===== config.mk =====
export PLATFORM = sky130hd
export DESIGN_NAME = txuart_cfg
export DESIGN_NICKNAME = d
export VERILOG_FILES = /design/src/rtl/txuart_cfg.sv
export SDC_FILE = /design/constraint.sdc
export NUM_CORES = 1
export LEC_CHECK = 0
export BUFFER_PORTS_ARGS = -buffer_cell sky130_fd_sc_hd__buf_2
export CORE_MARGIN = 8
export CORE_UTILIZATION = 45
export CTS_CLUSTER_DIAMETER = 60
export DETAILED_ROUTE_END_ITERATION = 8
export SETUP_SLACK_MARGIN = 0.02
export SYNTH_ARGS = -nofsm -noshare
export SYNTH_HDL_FRONTEND = slang
export SYNTH_SLANG_ARGS = --single-unit
export TNS_END_PERCENT = 20

===== constraint.sdc =====
create_clock -name clk -period 5.45 [get_ports clk]
set_input_delay 0.545 -clock clk [delete_from_list [all_inputs] [get_ports clk]]
set_output_delay 0.545 -clock clk [all_outputs]
set_load 0.02 [all_outputs]

===== src/rtl/txuart_cfg.sv =====
// Configurable UART transmitter: start, DATA_BITS LSB-first, optional parity, STOP_BITS stop.
// Define TXUART_PARITY_EN to insert a parity bit (sense chosen by PARITY_ODD).
module txuart_cfg #(
  parameter int CLKS_PER_BAUD = 104,
  parameter int DATA_BITS     = 8,
  parameter int STOP_BITS     = 1,
  parameter int PARITY_ODD    = 0
) (
  input  logic                 clk,
  input  logic                 rst,
  input  logic                 wr_in,
  input  logic [DATA_BITS-1:0] data_in,
  output logic                 tx_out,
  output logic                 busy_out
);

  localparam int CW = $clog2(CLKS_PER_BAUD);
  localparam int IW = $clog2(DATA_BITS);

  if (CLKS_PER_BAUD < 2 || CLKS_PER_BAUD > 65535 || DATA_BITS < 5 || DATA_BITS > 8 ||
      STOP_BITS < 1 || STOP_BITS > 2 || PARITY_ODD < 0 || PARITY_ODD > 1) begin : g_bad_param
    $error("txuart_cfg: illegal parameter value");
  end

`ifdef TXUART_PARITY_EN
  typedef enum logic [2:0] {IDLE, START, DATA, PARITY, STOP} state_t;
`else
  typedef enum logic [2:0] {IDLE, START, DATA, STOP} state_t;
`endif

  state_t               state, state_n;
  logic [CW-1:0]        cnt, cnt_n;
  logic [IW-1:0]        idx, idx_n;
  logic [DATA_BITS-1:0] shreg, shreg_n;
  logic                 tx_n, busy_n;
  logic                 baud_end;

`ifdef TXUART_PARITY_EN
  logic par, par_n;
`endif

  assign baud_end = (cnt == CW'(CLKS_PER_BAUD - 1));

  always_comb begin
    state_n = state;
    cnt_n   = cnt;
    idx_n   = idx;
    shreg_n = shreg;
    tx_n    = tx_out;
    busy_n  = busy_out;
`ifdef TXUART_PARITY_EN
    par_n   = par;
`endif
    case (state)
      IDLE: begin
        tx_n   = 1'b1;
        busy_n = 1'b0;
        if (wr_in) begin
          state_n = START;
          cnt_n   = '0;
          idx_n   = '0;
          shreg_n = data_in;
          tx_n    = 1'b0;
          busy_n  = 1'b1;
`ifdef TXUART_PARITY_EN
          par_n   = (^data_in) ^ 1'(PARITY_ODD);
`endif
        end
      end
      START: begin
        if (baud_end) begin
          state_n = DATA;
          cnt_n   = '0;
          tx_n    = shreg[0];
          shreg_n = shreg >> 1;
        end else begin
          cnt_n = cnt + CW'(1);
        end
      end
      DATA: begin
        if (baud_end) begin
          cnt_n = '0;
          if (idx == IW'(DATA_BITS - 1)) begin
            idx_n = '0;
`ifdef TXUART_PARITY_EN
            state_n = PARITY;
            tx_n    = par;
`else
            state_n = STOP;
            tx_n    = 1'b1;
`endif
          end else begin
            idx_n   = idx + IW'(1);
            tx_n    = shreg[0];
            shreg_n = shreg >> 1;
          end
        end else begin
          cnt_n = cnt + CW'(1);
        end
      end
`ifdef TXUART_PARITY_EN
      PARITY: begin
        if (baud_end) begin
          state_n = STOP;
          cnt_n   = '0;
          tx_n    = 1'b1;
        end else begin
          cnt_n = cnt + CW'(1);
        end
      end
`endif
      STOP: begin
        if (baud_end) begin
          cnt_n = '0;
          if (idx == IW'(STOP_BITS - 1)) begin
            // line already high; dropping busy here gives the single idle cycle
            state_n = IDLE;
            idx_n   = '0;
            busy_n  = 1'b0;
          end else begin
            idx_n = idx + IW'(1);
          end
        end else begin
          cnt_n = cnt + CW'(1);
        end
      end
      default: begin
        state_n = IDLE;
        cnt_n   = '0;
        idx_n   = '0;
        tx_n    = 1'b1;
        busy_n  = 1'b0;
      end
    endcase
  end

  always_ff @(posedge clk) begin
    if (rst) begin
      state    <= IDLE;
      cnt      <= '0;
      idx      <= '0;
      shreg    <= '0;
      tx_out   <= 1'b1;
      busy_out <= 1'b0;
`ifdef TXUART_PARITY_EN
      par      <= 1'b0;
`endif
    end else begin
      state    <= state_n;
      cnt      <= cnt_n;
      idx      <= idx_n;
      shreg    <= shreg_n;
      tx_out   <= tx_n;
      busy_out <= busy_n;
`ifdef TXUART_PARITY_EN
      par      <= par_n;
`endif
    end
  end

endmodule


==> metrics.md <==
| Metric | Value |
|---|---|
| CP Capture Type | flip-flop |
| Grt met3 use | roughly 2.1% |
| Synth Cell Area | 1310 um^2 |
| Yosys cell types | 40 |
| Area growth syn-to-layout | 7.54% |
| Critical path class | reg2reg |
| Hold depth | 2 |
| Post-Place Worst Slack | about 3.4 ns |
| H-tree levels | 1 |
| Switching share of power | 42.7% |
| Clock skew | about 0.0058 ns |
| GRT overflow | 0 |
| Rel. slew slack | 55.6% |
| Die Wd | 70.0 um |
| Slowest stage delay, CP | 0.57 ns |
| Buffers on Ports | 12 |
| Crit share post-route | 36.7% |
| Crit-path max FO | 11 |
| Reg2reg setup slack | 3.45 ns |
| CP Data Arrival Time | 2.20 ns |
| M1 GR Usage | 16.7% |
| Worst min path class | reg2reg |
| DR WL/cell | 15.3 um |
| Core area | 2760 um^2 |
| Clock power frac | 14.2% |
| Gr usage total | around 13% |
| CTS max path bufs | 2 |
| Status | completed |
| Largest net degree at the start of global routing | 19 |
| Clk sink count | 22 |
| Switching power | approximately 290 uW |
| Initial Util | 47.5% |
| Combinational cell fraction of total power | 52.6% |
| Register area share after synthesis | 33.6% |
| Post-Syn Nets | between 150 and 200 |
| Max-cap violations | 0 |
| Unrepaired setup endpoints after global routing | false |
| Nets | 186 |
| Drt first pass iters | 4 |
| Post-DRT Antenna Nets | 0 |
| Leak Pwr | around 0.00052 uW |
| Vias | approximately 1.2k |
| Ys Warns | 0 |
| Syn_area_per_cell | 8.35 um^2 |
| Busiest metal layer after global routing | met2 |
| Pin slew with the least headroom to its limit | around 0.66 ns |
| Post-DP HPWL | 2200 um |
| P per Cell Area | 474 nW/um^2 |
| Crit-path cells | inv_1 -> ha_1 -> nor2b_1 -> nor2_1 -> a31oi_1 -> nor3_1 |
| Seq cells post-synth | 22 |
| Hold EP | busy_out$_SDFFE_PP0P_ |
| Total CTS buffers | 3 |
| Top Ports | 13 |
| Row cnt | 19 |
| Non-Filler Instances | 196 |
| DRT iter0 DRCs | between 100 and 150 |
| Via-per-instance ratio | approximately 6.2 |
| Full die area | 4900 um^2 |
| Final hold violations | 0 |
| Setup slack after layout | about 3.5 ns |
| P_int | 383 uW |
| Root Driver | clkbuf_4 |
| Final worst path period need | 2.00 ns |
| GPL Wtd Cong | 0.776 |
| F_max | between 500 and 600 MHz |
| Initial antenna violation count | 0 |
| Layout cells sized above 1 | between 10% and 20% |
| Ant diodes | 0 |
| R2R cell count | 6 |
| Met2 Use GR | 20.4% |
| RR Endpoint | shreg[6]$_SDFFE_PP0P_ |
| Final WL | 2990 um |
| Hold-fix buffers, CTS | 0 |
| Setup TNS | 0 ns |
| CTS tree | yes |
| Clk Latency, worst-skew pair | ~0.32 ns |
| First-pass GRT wire length | 5390 um |
| Beginning of the worst hold path | busy_out$_SDFFE_PP0P_ |
| Seq pwr share | 33.2% |
| Cells after DPL | ~190 |
| Synth Instances | 157 |
| Final setup viols | 0 |
| Maximum vdd ir drop | 0.352 mV |
| Reg-to-Reg Start | state[0]$_SDFFE_PP0P_ |
| Final count of pins violating max slew | 0 |
| CP max-delay cell | nor2b_1 |
| Setup Buffers After CTS | 0 |
| Vias in the first global route | 1,169 |
| CP required | 5.66 ns |
| DRC Markers | 0 |
| Die height | 70.0 um |
| Crit start category | flip-flop |
| CTS clk-pin slew, worst paths | 0.13 ns |
| CTS resizes | 0 |
| Core Util, Final | approximately half |
## per-layer routing
metal	vias to the layer above	share of wire (%)	wire length (um)
met5	-	0	0
met4	0	1.3	38
met3	6	3.3	100
met2	35	47	1420
met1	569	48	1430
li1	602	-	-
## synth_stat cells, drive strengths merged
cell | count | share of area (%)
buf | 4 | 1.6
xnor2 | 2 | 1.3
nor3 | 9 | 3.4
or3b | 1 | 0.67
xor2 | 2 | 1.3
nand4bb | 1 | 0.86
nor2 | 14 | 4.0
dfxtp | 22 | 34
nand2b | 3 | 1.4
a31oi | 7 | 3.3
o211ai | 1 | 0.57
or2 | 1 | 0.48
o21ai | 10 | 3.8
o311ai | 1 | 0.67
a2111oi | 1 | 0.67
nor2b | 3 | 1.4
o2111ai | 1 | 0.67
and2 | 1 | 0.48
a22oi | 2 | 1.1
a21boi | 1 | 0.57
o22ai | 1 | 0.48
o31a | 1 | 0.67
mux2 | 7 | 6.0
nor4b | 2 | 1.3
ha | 9 | 8.6
nand2 | 7 | 2.0
a21oi | 14 | 5.6
and4bb | 1 | 0.95
or4 | 2 | 1.1
o31ai | 3 | 2.1
inv | 6 | 1.7
nand4 | 5 | 2.4
clkbuf | 4 | 1.1
nor4 | 7 | 3.3
nand3 | 1 | 0.38
## cells in the final DEF, fill, tap and decap left out, types with 5 or more instances in the layout
cell type  synthesis  final
nor4_1             7      7
nor2_1            14     14
nand2_1            7      7
o21ai_0            9      9
a21oi_1           13     13
nor3_1             9      9
dfxtp_1           22     22
nand4_1            5      5
a31oi_1            7      7
buf_2              2     12
ha_1               9      9
mux2_2             7      7
inv_1              6      6
## worst max-delay path, delay by kind of cell (launching register included)
kind / cells / cell delay, ns
compound gates: 1 / 0.24
fa+ha+maj: 1 / 0.23
buf+inv: 1 / 0.11
flops: 1 / 0.36
simple gates: 3 / 0.95
## power groups by stage
stage,clock (uW),sequential (uW),combinational [uW]
4_1_cts,97.4,221,352
3_5_place_dp,0,224,351
3_3_place_gp,0,222,344
6_report,94.9,221,352
5_1_grt,103,225,400
2_1_floorplan,0,226,275
## logic make-up after synthesis
group / count (synthesis) / share of synthesized area (%)
and+or+nand+nor: 58 / 24.3
DFF: 22 / 33.6
AOI/OAI and AO/OA: 43 / 20.3
adders and majority gates: 9 / 8.59
buffers and inverters: 14 / 4.48
muxes: 7 / 6.01
xor gates and xnor gates: 4 / 2.67
## cell type report
| class | count | area (um^2) |
|---|---|---|
| Fill cell | 268 | 1350 |
| Multi-Input combinational cell | 121 | 812 |
| Sequential cell | 22 | 440 |
| Timing Repair Buffer | 12 | 60.1 |
| Tap cell | 31 | 38.8 |
| Clock buffer | 4 | 36.3 |
| Inverter | 6 | 22.5 |
## sequential cells by signal, indices dropped and copies added, names as in the netlist
name	flops
shreg	8
cnt	7
idx	3
state	2
busy_out	1
tx_out	1
## worst max-delay path by stage
stage,cells past startpoint,slack (ns),start,end
final,6,3.45,state[0]$_SDFFE_PP0P_,shreg[6]$_SDFFE_PP0P_
after global routing,6,3.21,state[0]$_SDFFE_PP0P_,shreg[2]$_SDFFE_PP0P_
after CTS,6,3.45,state[0]$_SDFFE_PP0P_,shreg[6]$_SDFFE_PP0P_
after detailed placement,6,3.44,state[0]$_SDFFE_PP0P_,shreg[2]$_SDFFE_PP0P_
after global placement,6,3.56,state[0]$_SDFFE_PP0P_,shreg[5]$_SDFFE_PP0P_
after floorplan,6,3.75,state[0]$_SDFFE_PP0P_,shreg[0]$_SDFFE_PP0P_
## per-stage QoR
step | total power (uW) | hold slack, ns | area [um^2]
finish | 668 | 0.478 | 1410
CTS | 670 | 0.477 | 1410
detailed placement | 575 | 0.459 | 1370
global route | 728 | 0.525 | 1410
global placement | 566 | 0.454 | 1370
floorplan | 501 | 0.441 | 1310
Power figures use the tool's default switching activity.
